## config.mk

```make
export PLATFORM = sky130hd
export DESIGN_NAME = reg_file_32x32
export DESIGN_NICKNAME = d
export VERILOG_FILES = /design/src/rtl/reg_file_32x32.sv
export SDC_FILE = /design/constraint.sdc
export NUM_CORES = 2
export LEC_CHECK = 0
export CAP_MARGIN = 15
export CELL_PAD_IN_SITES_DETAIL_PLACEMENT = 2
export CELL_PAD_IN_SITES_GLOBAL_PLACEMENT = 2
export CORE_UTILIZATION = 50
export CTS_CLUSTER_SIZE = 8
export DETAILED_ROUTE_END_ITERATION = 8
export GPL_ROUTABILITY_DRIVEN = 0
export PLACE_DENSITY = 0.9
export SLEW_MARGIN = 20
export SYNTH_ARGS = -nofsm -noshare
export SYNTH_HDL_FRONTEND = slang
export SYNTH_SLANG_ARGS = --single-unit
```

## constraint.sdc

```tcl
create_clock -name clk -period 73.7 [get_ports clk]
set_input_delay 14.74 -clock clk [delete_from_list [all_inputs] [get_ports clk]]
set_output_delay 14.74 -clock clk [all_outputs]
set_load 0.02 [all_outputs]
```

## src/rtl/reg_file_32x32.sv

```systemverilog
// reg_file_32x32: 32x32 register file, two combinational read ports, one clocked write
// port, a debug read port that is never bypassed, and a committed-write counter.
module reg_file_32x32 #(
   parameter int DW     = 32,
   parameter int AW     = 5,
   parameter int BYPASS = 1
) (
   input  logic          clk,
   input  logic          rst,
   input  logic [AW-1:0] ra1,
   input  logic [AW-1:0] ra2,
   output logic [DW-1:0] rd1,
   output logic [DW-1:0] rd2,
   input  logic          we,
   input  logic [AW-1:0] wa,
   input  logic [DW-1:0] wd,
   input  logic [AW-1:0] dbg_a,
   output logic [DW-1:0] dbg_d,
   output logic [15:0]   wr_cnt
);
   logic [DW-1:0] r_mem [0:2**AW-1];
   logic [15:0]   r_wr_cnt;
   logic          w_wr;
   logic [DW-1:0] w_rd1;
   logic [DW-1:0] w_rd2;

   // an X on we fails the if-test below, so it behaves as no write
   assign w_wr = we && (wa != '0);

   always_ff @(posedge clk or posedge rst) begin
      if (rst) begin
         for (int i = 0; i < 2**AW; i++) r_mem[i] <= '0;
         r_wr_cnt <= '0;
      end else if (w_wr) begin
         r_mem[wa] <= wd;
         r_wr_cnt  <= r_wr_cnt + 16'd1;
      end
   end

   assign w_rd1  = (ra1 == '0) ? '0 : r_mem[ra1];
   assign w_rd2  = (ra2 == '0) ? '0 : r_mem[ra2];
   // w_wr already excludes wa==0, so a bypass hit can never expose $0
   assign rd1    = (BYPASS != 0 && w_wr && ra1 == wa) ? wd : w_rd1;
   assign rd2    = (BYPASS != 0 && w_wr && ra2 == wa) ? wd : w_rd2;
   assign dbg_d  = (dbg_a == '0) ? '0 : r_mem[dbg_a];
   assign wr_cnt = r_wr_cnt;
endmodule

```

# Word level (Yosys, flattened, before mapping)
# Index checks and enable logic that the tools add are counted.
# Widths: inputs -> output; s select.
[totals]
word_cells = 70
reg_bits = 1040
output_inout_bits = 112
[classes]
n_bitwise = 4
magnitude_cmp = 5
n_eq_ne = 2
muxes = 17
reduce_logical = 8
add_sub_neg = 1
[op_table]
columns = ["operator", "count"]
rows = [
  ["$bwmux 1024", 1],
  ["$bmux 32 s5", 3],
  ["$mux 32", 12],
  ["$demux 32 s5", 1],
  ["$ge 6x6->1 const B", 4],
  ["$not 5->6", 4],
  ["$add 16x1->16 const B", 1],
  ["$logic_not 5->1", 3],
  ["$eq 5x5->1", 2],
  ["$lt 6x1->1 const B", 1],
  ["$reduce_bool 5->1", 1],
  ["$logic_and 1x1->1", 4],
]

# Logic depth before layout (Yosys ltp)
[depth]
depth_word = 6
ltp_mapped = 10
ltp_nobuf = 6

# Worst setup path before layout
# Ideal clock, no wire load.
[synth_timing]
path_kind = "input -> output"
from = "in dbg_a[1]"
to = "out dbg_d[17]"
required_time_ns = 58.960
setup_slack_ns = 42.274
path_stages = 6
n_path_buf = 2
t_arrival_ns = 16.686
path_cell_list = "buf_2 -> clkbuf_1 -> mux4_2 -> mux4_2 -> nand2_1 -> o21ai_0"
[synth_between]
elab_chain_cells = 5
[synth_rtl]
columns = ["element", "line", "rtl"]
rows = [
  ["start, declared", "17", "input logic [AW-1:0] dbg_a,"],
  ["$not 5->6 (implied by the code)", "45", "assign dbg_d = (dbg_a == '0) ? '0 : r_mem[dbg_a];"],
  ["$bmux 32 s5", "45", ""],
  ["$mux 32 (implied by the code) (2 in series)", "45", ""],
  ["$mux 32 (*)", "45", ""],
  ["end, declared", "18", "output logic [DW-1:0] dbg_d,"],
]
# Every way passes the cells marked *; elsewhere a longest branch is shown, timed or not. The select of a mux whose other input is x is not followed.

# Worst setup path after layout
[layout_timing]
from = "in wa[2]"
to = "out rd2[30]"
[layout_between]
elab_chain_cells = 4
[layout_rtl]
columns = ["element", "line", "rtl"]
rows = [
  ["start, declared", "15", "input logic [AW-1:0] wa,"],
  ["$reduce_bool 5->1", "28", "assign w_wr = we && (wa != '0);"],
  ["$logic_and 1x1->1", "28", ""],
  ["$logic_and 1x1->1 (*)", "44", "assign rd2 = (BYPASS != 0 && w_wr && ra2 == wa) ? wd : w_rd2;"],
  ["$mux 32 (*)", "44", ""],
  ["end, declared", "13", "output logic [DW-1:0] rd2,"],
]
# Every way passes the cells marked *; elsewhere a longest branch is shown, timed or not.

==> results.sh <==
export IMPL_drt_iter0_markers=8083
export IMPL_yosys_warnings=0
export IMPL_core_um2=125900
export IMPL_syn_num_nets=4402
export IMPL_final_period_utilization_pct=46.82
export IMPL_critical_path_class="input pin to primary output"
export IMPL_root_buffer="clkbuf_16"
export IMPL_drive_above_1_share_pct=50.19
export IMPL_cts_setup_buffers=0
export IMPL_cp_max_fo=18
export IMPL_setup_viol=0
export IMPL_synth_area_um2=63610
export IMPL_track_usage_pct=50.78
export IMPL_area_delta_synth_final_pct=10.43
export IMPL_cts_htree_levels=4
export IMPL_synth_most_common_cell="mux2_2"
export IMPL_cts_hold_buf=0
export IMPL_fillers=10744
export IMPL_dp_hpwl_mm=163.9
export IMPL_cts_buffers=148
export IMPL_rsz0062_at_grt="no"
export IMPL_synthCells=4346
export IMPL_maxCapViolCount=0
export IMPL_portBuffers=166
export IMPL_vdd_ir_drop_worst_mv=0.02479
export IMPL_avgSynthCellArea_um2=14.64
export IMPL_p_leak_nw=29.45
export IMPL_final_util_pct=55.80
export IMPL_clock_sinks=1040
export IMPL_worstSkewPairLatency_ns=0.83
export IMPL_synth_edf_count=0
export IMPL_worst_hold_slack_ns=0.4248
export IMPL_start_util_pct=50.53
export IMPL_drcViolationCount=0
export IMPL_ys_flop_type="dfrtp_1"
export IMPL_min_period_ns=34.51
export IMPL_power_density_nw_per_um2=29.23
export IMPL_path_clk_slew_ns=0.05
export IMPL_grt_max_degree=157
export IMPL_cp_start_kind="input pin"
export IMPL_status="complete, no violations"
export IMPL_synthArstFlopShare_pct=100.0
export IMPL_fmax_mhz=28.98
export IMPL_std_cell_rows=130
export IMPL_ant_nets=0
export IMPL_synth_top_area_share_pct=40.91
export IMPL_yosysSeqAreaShare_pct=40.91
export IMPL_grt_pass1_vias=55683
export IMPL_slew_viol_final=0
export IMPL_antenna_found_initial=22
export IMPL_p_total_w=0.002054
export IMPL_vias_per_cell=8.696
export IMPL_dp_cells=5762
export IMPL_finalWirelength_mm=323.1
export IMPL_cts_tree="done"
export IMPL_wire_per_inst_um=54.35
export IMPL_min_path_type="flip-flop to flip-flop"
export IMPL_die_y_um=358.7
export IMPL_yosys_cell_types_count=50
export IMPL_ys_top_cells_by_area="dfrtp_1 (41%), mux4_2 (25%), mux2_2 (19%)"
export IMPL_tns_ns=0
export IMPL_vias=51698
export IMPL_clock_path_buffers=3
export IMPL_finalHoldViolCount=0
export IMPL_fin_cells=5945
export IMPL_tightestPinTransition_ns=1.313
export IMPL_cp_end_kind="primary output"
export IMPL_skew_ns=0.009991
export IMPL_yosysTopAreaCell="dfrtp_1"
export IMPL_cp_arrival_ns=19.77
export IMPL_nNetsFinal=4319
export IMPL_cts_resized=0
export IMPL_dieArea_um2=128700
export IMPL_io_pins=167
export IMPL_drtPass1Iterations=5
export IMPL_grt_overflow_total=0
export IMPL_synth_common_cells="mux2_2 (1,084), dfrtp_1 (1,040), mux4_2 (698)"
export IMPL_cp_required_ns=58.96
export IMPL_relSlewSlack_pct=12.48
export IMPL_grt_pass1_wl_mm=456.3
export IMPL_die_x_um=358.7
export IMPL_ys_ff_latch=1040
-- cell families after synthesis --
kind of cell,Yosys count,synth area share [%]
mux,2052,48.15
buf+inv,553,3.828
simple gates,249,1.782
compound gates,426,4.961
xor+xnor,25,0.3442
fa+ha+maj,1,0.01967
flops,1040,40.91
-- state kept, by name, summed over array words and instances, names as in the netlist --
name and cells:
wr_cnt 16, r_mem 1024
-- layer usage --
| metal | vias to the layer above | GRT usage, % | routed length [µm] |
|---|---|---|---|
| li1 | 17002 | - | - |
| met1 | 26927 | 59.36 | 105900 |
| met2 | 5517 | 71.89 | 139100 |
| met3 | 2218 | 22.67 | 45440 |
| met4 | 34 | 41.74 | 32380 |
| met5 | - | 0.5185 | 292 |
-- stage by stage --
stage,area [µm²],worst slack (ns)
global route,70220,39.35
finish,70250,39.19
global placement,66260,39.75
floorplan,63610,29.69
CTS,70220,39.34
detailed placement,66250,39.56
-- cell type report --
type	instances	area [µm²]	area share (%)
clock inverter	11	118.9	0.1692
multi-input combinational	2753	35430	50.44
timing repair buffer	283	2582	3.676
tap	1650	2064	2.939
antenna	13	32.53	0.04631
clock buffer	158	3846	5.475
sequential	1040	26030	37.05
inverter	37	146.4	0.2084
-- final timing paths --
path | startpoint | slack, ns | end | cells after the start
max | wa[2] | 39.19 | rd2[30] | 9
max in group asynchronous | rst | 55.98 | r_mem[460] | 5
min in group asynchronous | rst | 14.42 | r_mem[951] | 2
max reg2reg | wr_cnt[0] | 71.20 | wr_cnt[14] | 6
min | r_mem[992] | 0.42 | r_mem[992] | 0
min reg2reg | r_mem[992] | 0.42 | r_mem[992] | 0
-- report_power, final --
| group | leakage, nW | total, W | internal (W) | switching [W] |
|---|---|---|---|---|
| logic | 14.1 | 0.000552 | 0.000278 | 0.000273 |
| registers | 13.4 | 0.000846 | 0.000679 | 0.000167 |
| clock network | 1.95 | 0.000655 | 0.000366 | 0.000290 |
| total | 29.5 | 0.00205 | 0.00132 | 0.000731 |
-- critical path, cell delays in order --
cell	delay, ns
clkdlybuf4s50_1	0.86
nor3_2	0.34
buf_4	0.25
a21o_1	0.56
nor4_4	0.15
a21oi_4	0.91
buf_4	0.68
a32o_1	0.53
clkdlybuf4s50_1	0.70
-- cell usage in the layout (no fill, tap or decap), types with 6 or more instances in the layout --
cell             synthesis  layout
buf_4                   13     111
xor2_1                   6       6
a221o_1                 10      10
buf_8                    0       6
a211oi_1                32      32
o221ai_1                32      32
nand2_1                136     121
inv_6                    0       8
nand2_2                  0      10
nand3b_1                 7       7
inv_1                   37      36
buf_12                   0       6
clkdlybuf4s50_1          0     138
nor2_1                  50      35
o21ai_1                 21      21
a22oi_1                 97      97
mux2_2                1084    1084
o21ai_0                 13      13
mux2i_1                270     270
clkbuf_16                0     152
a32o_1                  63      63
buf_2                  170      17
nor2_4                   0      14
o22ai_1                 62      62
a21oi_1                 60      59
nand3_1                 16      16
o22a_1                  30      30
mux4_2                 698     698
dfrtp_1               1040    1040
xnor2_1                 19      19
diode_2                  0      13
No activity file was read; power rests on OpenSTA's default activity.
